### src/rtl/alu_op_driver.sv
// Single-command ALU exerciser: launches operands, waits a settle window, captures the
// result and flags into a response channel, and optionally checks against an expected value.
module alu_op_driver #(
  parameter int unsigned SETTLE_CYCLES = 1,
  parameter int unsigned CNT_W         = 16
) (
  input  logic             CLK,
  input  logic             nRST,
  input  logic             cmd_valid,
  output logic             cmd_ready,
  input  logic [3:0]       cmd_op,
  input  logic [31:0]      cmd_a,
  input  logic [31:0]      cmd_b,
  input  logic             cmd_chk,
  input  logic [31:0]      cmd_exp,
  output logic [3:0]       alu_op,
  output logic [31:0]      pa,
  output logic [31:0]      pb,
  input  logic [31:0]      presult,
  input  logic             neg,
  input  logic             ovf,
  input  logic             zero,
  output logic             rsp_valid,
  input  logic             rsp_ready,
  output logic [31:0]      rsp_result,
  output logic             rsp_neg,
  output logic             rsp_ovf,
  output logic             rsp_zero,
  output logic             rsp_mismatch,
  output logic [CNT_W-1:0] issue_cnt,
  output logic [CNT_W-1:0] err_cnt,
  input  logic             clr_cnt
);

  if (SETTLE_CYCLES < 1 || SETTLE_CYCLES > 15) begin : gen_settle_range_chk
    $error("alu_op_driver: SETTLE_CYCLES must be within 1..15");
  end

  localparam logic [1:0] StIdle   = 2'd0;
  localparam logic [1:0] StSettle = 2'd1;
  localparam logic [1:0] StResp   = 2'd2;

  localparam logic [CNT_W-1:0] CntMax = {CNT_W{1'b1}};

  logic [1:0]       state_q, state_d;
  logic [3:0]       settle_q, settle_d;
  logic             chk_q, chk_d;
  logic [31:0]      exp_q, exp_d;
  logic [3:0]       alu_op_d;
  logic [31:0]      pa_d, pb_d;
  logic [31:0]      rsp_result_d;
  logic             rsp_neg_d, rsp_ovf_d, rsp_zero_d, rsp_mismatch_d;
  logic [CNT_W-1:0] issue_cnt_d, err_cnt_d;

  logic cmd_hs;
  logic capture;
  logic mismatch_now;

  assign cmd_ready    = (state_q == StIdle) && nRST;
  assign rsp_valid    = (state_q == StResp);
  assign cmd_hs       = cmd_valid && cmd_ready;
  assign capture      = (state_q == StSettle) && (settle_q == 4'd0);
  assign mismatch_now = chk_q && (presult != exp_q);

  always_comb begin
    state_d        = state_q;
    settle_d       = settle_q;
    chk_d          = chk_q;
    exp_d          = exp_q;
    alu_op_d       = alu_op;
    pa_d           = pa;
    pb_d           = pb;
    rsp_result_d   = rsp_result;
    rsp_neg_d      = rsp_neg;
    rsp_ovf_d      = rsp_ovf;
    rsp_zero_d     = rsp_zero;
    rsp_mismatch_d = rsp_mismatch;

    case (state_q)
      StIdle: begin
        if (cmd_hs) begin
          alu_op_d = cmd_op;
          pa_d     = cmd_a;
          pb_d     = cmd_b;
          chk_d    = cmd_chk;
          exp_d    = cmd_exp;
          // Operand registers update on the accept edge, so the window counts from the
          // following cycle: capture lands SETTLE_CYCLES+1 edges after accept.
          settle_d = 4'(SETTLE_CYCLES);
          state_d  = StSettle;
        end
      end
      StSettle: begin
        if (capture) begin
          rsp_result_d   = presult;
          rsp_neg_d      = neg;
          rsp_ovf_d      = ovf;
          rsp_zero_d     = zero;
          rsp_mismatch_d = mismatch_now;
          state_d        = StResp;
        end else begin
          settle_d = settle_q - 4'd1;
        end
      end
      StResp: begin
        if (rsp_ready) begin
          state_d = StIdle;
        end
      end
      default: state_d = StIdle;
    endcase
  end

  // Clear beats a coincident increment; counters stick at all-ones.
  always_comb begin
    issue_cnt_d = issue_cnt;
    err_cnt_d   = err_cnt;
    if (clr_cnt) begin
      issue_cnt_d = '0;
      err_cnt_d   = '0;
    end else if (capture) begin
      if (issue_cnt != CntMax) begin
        issue_cnt_d = issue_cnt + CNT_W'(1);
      end
      if (mismatch_now && (err_cnt != CntMax)) begin
        err_cnt_d = err_cnt + CNT_W'(1);
      end
    end
  end

  always_ff @(posedge CLK) begin
    if (!nRST) begin
      state_q      <= StIdle;
      settle_q     <= 4'd0;
      chk_q        <= 1'b0;
      exp_q        <= '0;
      alu_op       <= '0;
      pa           <= '0;
      pb           <= '0;
      rsp_result   <= '0;
      rsp_neg      <= 1'b0;
      rsp_ovf      <= 1'b0;
      rsp_zero     <= 1'b0;
      rsp_mismatch <= 1'b0;
      issue_cnt    <= '0;
      err_cnt      <= '0;
    end else begin
      state_q      <= state_d;
      settle_q     <= settle_d;
      chk_q        <= chk_d;
      exp_q        <= exp_d;
      alu_op       <= alu_op_d;
      pa           <= pa_d;
      pb           <= pb_d;
      rsp_result   <= rsp_result_d;
      rsp_neg      <= rsp_neg_d;
      rsp_ovf      <= rsp_ovf_d;
      rsp_zero     <= rsp_zero_d;
      rsp_mismatch <= rsp_mismatch_d;
      issue_cnt    <= issue_cnt_d;
      err_cnt      <= err_cnt_d;
    end
  end

endmodule

### config.mk
export PLATFORM = sky130hd
export DESIGN_NAME = alu_op_driver
export DESIGN_NICKNAME = d
export VERILOG_FILES = /design/src/rtl/alu_op_driver.sv
export SDC_FILE = /design/constraint.sdc
export NUM_CORES = 1
export LEC_CHECK = 0
export BUFFER_PORTS_ARGS = -buffer_cell sky130_fd_sc_hd__buf_2
export CAP_MARGIN = 0
export CORE_UTILIZATION = 45
export CTS_BUF_LIST = sky130_fd_sc_hd__clkbuf_4
export DETAILED_ROUTE_END_ITERATION = 12
export HOLD_SLACK_MARGIN = 0.02
export PLACE_DENSITY_LB_ADDON = 0.08
export SLEW_MARGIN = 0
export SYNTH_ARGS = -nofsm -noshare
export SYNTH_HDL_FRONTEND = slang
export SYNTH_SLANG_ARGS = --single-unit
### constraint.sdc
create_clock -name CLK -period 2.6 [get_ports CLK]
set_input_delay 0.39 -clock CLK [delete_from_list [all_inputs] [get_ports CLK]]
set_output_delay 0.39 -clock CLK [all_outputs]
set_load 0.005 [all_outputs]
-- Word-level counts from Yosys, hierarchy flattened
Index checks and enable logic that the tools add are counted.
- add/sub/neg operators: 3
- $mul: 0
- divide/modulo/power cells: 0
- magnitude comparators: 0
- equality and inequality tests: 9
- shift operators: 0
- mux-type cells: 7
- bitwise logic cells: 1
- reduce and logical (&&, ||, !) cells: 15
- operators by type and width (operator ; number):
    adder 16 x 1 -> 16 bit, second input constant ; 2
    inequality test 16 bit, second input constant ; 2
    inequality test 32 bit ; 1
    two-way mux 4 bit ; 2
    one-hot mux 4 bit (2 select lines) ; 1
    AND reduction 2 bit ; 4
    two-way mux 2 bit ; 3
    inequality test 2 bit, second input constant ; 3
    one-hot mux 2 bit (3 select lines) ; 1
    AND reduction 3 bit ; 2
    logical AND 1 bit ; 5
    logical NOT 4 bit ; 1
    subtractor 4 x 1 -> 4 bit, second input constant ; 1
    equality test 2 x 1 -> 1 bit, second input constant ; 1
    equality test 2 bit, second input constant ; 1
    logical NOT 2 bit ; 1
    inequality test 2 x 1 -> 1 bit, second input constant ; 1
    nonzero test 2 bit ; 1
    OR reduction 2 bit ; 1
    inverter 1 bit ; 1
- flip-flop bits (word level): 175
- bits in latches: 0
- bits in writable memories: 0
- bits in read-only memories: 0
- bits of input ports: 141
- output and inout bits: 138
- word-level logic and storage cells: 49
- memories: 0

-- Logic depth before layout (Yosys ltp)
- depth after elaboration: 5
- gate-level depth with buffers: 8
- depth with buffers taken out: 8

-- Worst setup path after synthesis
No wires, ideal clock.
- kind: reg-to-reg
- from: reg settle_q[0]
- to: reg err_cnt[15]
- setup time: 0.070 ns
- arrival time: 1.948 ns
- data required time: 2.530 ns
- slack: 0.582 ns
- cell stages (with the launch flop): 8
- buffers on the path: 0
- clock period less this slack: 2.018 ns
- cell sequence: dfxtp_1 > inv_1 > ha_1 > nor3b_4 > nand3_1 > or4_4 > or4_1 > a21oi_1
- cells in the longest elaborated chain, start to end: 3
- ends and longest elaborated chain (what ; line ; text):
    start, declared ; 46 ; logic [3:0] settle_q, settle_d;
    start signal, assigned ; 149 ; settle_q <= settle_d;
    logical NOT 4 bit ; 62 ; assign capture = (state_q == StSettle) && (settle_q == 4'd0);
    logical AND 1 bit ; 62 ;
    AND reduction 2 bit (no source line) ; -- ;
    end signal, assigned ; 161 ; err_cnt <= err_cnt_d;
    end, declared ; 31 ; output logic [CNT_W-1:0] err_cnt,
No other way between the ends.
A chain may end at the register's enable or synchronous reset.

-- Worst setup path in the final report
Ends and elaborated chain as after synthesis.

==> impl_metrics.tcl <==
set metrics [dict create \
    grt_max_degree 137 \
    initial_core_util 0.4600 \
    cts_resized 0 \
    synth-compound-area-share 0.07461 \
    post_cts_buffers 0 \
    wl_per_cell_um 14.22 \
    end_kind "register" \
    synth-simple-area-share 0.3262 \
    finalMaxSlewViolations 0 \
    ir_drop_uv 324.3 \
    synthArstFlopShare 0 \
    die_x_um 126.7 \
    worstMarginPinSlew_ns 0.6309 \
    port_buffers 278 \
    dieArea_mm2 0.01604 \
    synth-seq-cells 175 \
    dr.max_layer_used "met4" \
    coreArea_mm2 0.01520 \
    required_ns 3.09 \
    fin_setup_tns_ns 0 \
    first_global_vias 6600 \
    netlist.area_leader.share 0.5010 \
    syn_nets 1009 \
    final_hold_viol_count 0 \
    synthTopCellsByCount "nand2_1, dfxtp_1, nand3_1" \
    clkSlewWorstSetupHoldPaths_ns 0.13 \
    htree_levels 4 \
    cp-start-kind "register" \
    drive_above_1_share 0.2682 \
    hp-class "input port to register" \
    synthFlopType "dfxtp_1" \
    clk_latency_ns 0.56 \
    route.met2.wl_mm 9.637 \
    ctsRootBufferMaster "clkbuf_4" \
    synth_xor_area_frac 0.05887 \
    synth.area.top_cells "dfxtp_1, nand2_1, nand3_1, xnor2_1, a21boi_0" \
    met3_length_mm 1.312 \
    fmax_mhz 446.6 \
    final_antenna_net_count 0 \
    vias_per_cell 4.982 \
    num_vias 7099 \
    period_needed_ns 2.239 \
    synth-warning-count 0 \
    ys_types 46 \
    cts_sinks 175 \
    grtUsageTotal 0.2524 \
    worstSetupPathType "register to register" \
    synth_most_common_cell "nand2_1" \
    syn_inst 865 \
    antenna_found_initial 3 \
    synth_top_family_by_area "simple AND/OR/NAND/NOR gates" \
    gr-total-overflow 0 \
    seq_area_frac_synth 0.5010 \
    grt_pass1_wl_mm 32.19 \
    rr_worst_depth 7 \
    total_power_uw 5515 \
    drtIter0Drc 324 \
    grt_setup_unrepaired "no" \
    synth_mux_area_frac 0.001431 \
    crit_fanout 4 \
    critPathLaunch "settle_q[0]$_SDFFE_PN0P_" \
    io_pins 279 \
    synth_top_area_cell "dfxtp_1" \
    numCtsBuffers 17 \
    max_slew_margin 0.5794 \
    final.period_utilization 0.8612 \
    r2r-start "settle_q[0]$_SDFFE_PN0P_" \
    cts_tree "done" \
    setup_viol 0 \
    die_height_um 126.7 \
    outcome "finished clean" \
    synth-edff-count 0 \
    drt_wl_total_mm 20.27 \
    crit_path_end "err_cnt[15]$_SDFFE_PP0P_" \
    cts_buffer_depth 2 \
    syn-cell-area_mm2 0.006993 \
    holdBufCountCts 102 \
    final_net_count 1365 \
    avgSynthCellArea_um2 8.084 \
    met1_length_mm 8.901 \
    p_leak_uw 0.004757 \
    cp.arrival_ns 2.73 \
    r2r_end "err_cnt[15]$_SDFFE_PP0P_" \
    synth_adder_area_share 0.005368 \
    row_count 45 \
    fin_worst_skew_ns 0.02074 \
    area_growth_pct 41.21 \
    place_congestion 0.8377 \
    regToRegSetupSlack_ns 0.36 \
    powerDensity_mw_per_mm2 558.5 \
    firstDrtPassIters 5 \
    drv_cap 0 \
    drc 0 \
    dp_hpwl_mm 13.15 \
]
[through the flow]
stage	hold slack (ns)	area, um2	cells	util	worst slack, ns
after floorplan	0.4427	6993	865	-	0.5823
after global placement	0.4387	8547	1288	0.5622	0.2601
after detailed placement	0.4421	8547	1288	0.5622	0.2484
after CTS	0.02448	9867	1422	0.6491	0.3763
after global routing	0.02795	9872	1424	0.6494	0.1830
final	0.07099	9874	1425	0.6495	0.3608
[registers in the layout (all words and copies together) (netlist names), 4 cells and up]
register,count
settle_q,4
exp_q,32
issue_cnt,16
pa,32
err_cnt,16
rsp_result,32
pb,32
alu_op,4
[layout make-up]
cell class              instances  area, um2
inverters                       2      7.507
multi-input cells             635       3282
clock inverters                14      163.9
well taps                     188      235.2
clock buffers                  18      135.1
flip-flops and latches        175       3503
fillers                      1307       5328
repair buffers                390       2540
diodes                          3      7.507
[critical path: stages, from the launching register on]
cell and delay (ns):
dfxtp_1 0.36, inv_1 0.06, ha_1 0.17, nor3b_4 0.24, nand3_1 0.20, or4_4 0.59, or4_1 0.41, a21oi_1 0.16
[layer usage]
layer  track usage  vias to the layer above
met5             0                        -
met4        0.1071                        0
met3       0.06537                       28
met2        0.4166                      237
met1        0.3131                     3238
li1              -                     3596
[layout by cell type (no fill, tap or decap), types with 10 or more instances in the layout]
cell and count:
nand3_1 119, xor2_1 13, a21boi_0 35, clkbuf_4 18
nand4_1 15, dlygate4sd3_1 102, nand2_1 297, xnor2_1 34
nor2_1 23, a21oi_1 11, o21ai_0 10, dfxtp_1 175
buf_2 277
[power breakdown]
group / total [uW] / internal [uW] / switching [uW]
clock: 1630 / 680 / 949
combinational: 914 / 454 / 460
sequential: 2970 / 2870 / 102
total: 5520 / 4000 / 1510
[cell families (layout without fill, tap and decap cells)]
family / count (synthesis) / in the layout
XOR/XNOR: 47 / 47
buffers and inverters: 55 / 424
AO/OA/AOI/OAI: 76 / 76
adder cells (fa/ha/maj): 3 / 3
other: 0 / 3
flip-flops: 175 / 175
multiplexers: 1 / 1
AND/OR/NAND/NOR: 508 / 508
[worst min-delay path by stage]
stage	depth (start not counted)	end	start
finish	3	rsp_neg$_SDFFE_PN0P_	neg
global route	3	rsp_ovf$_SDFFE_PN0P_	ovf
CTS	3	rsp_ovf$_SDFFE_PN0P_	ovf
detailed placement	2	pb[9]$_SDFFE_PN0P_	pb[9]$_SDFFE_PN0P_
global placement	2	pb[23]$_SDFFE_PN0P_	pb[23]$_SDFFE_PN0P_
floorplan	2	chk_q$_SDFFE_PN0P_	chk_q$_SDFFE_PN0P_
Note: power is estimated with default switching activity, not from simulation.
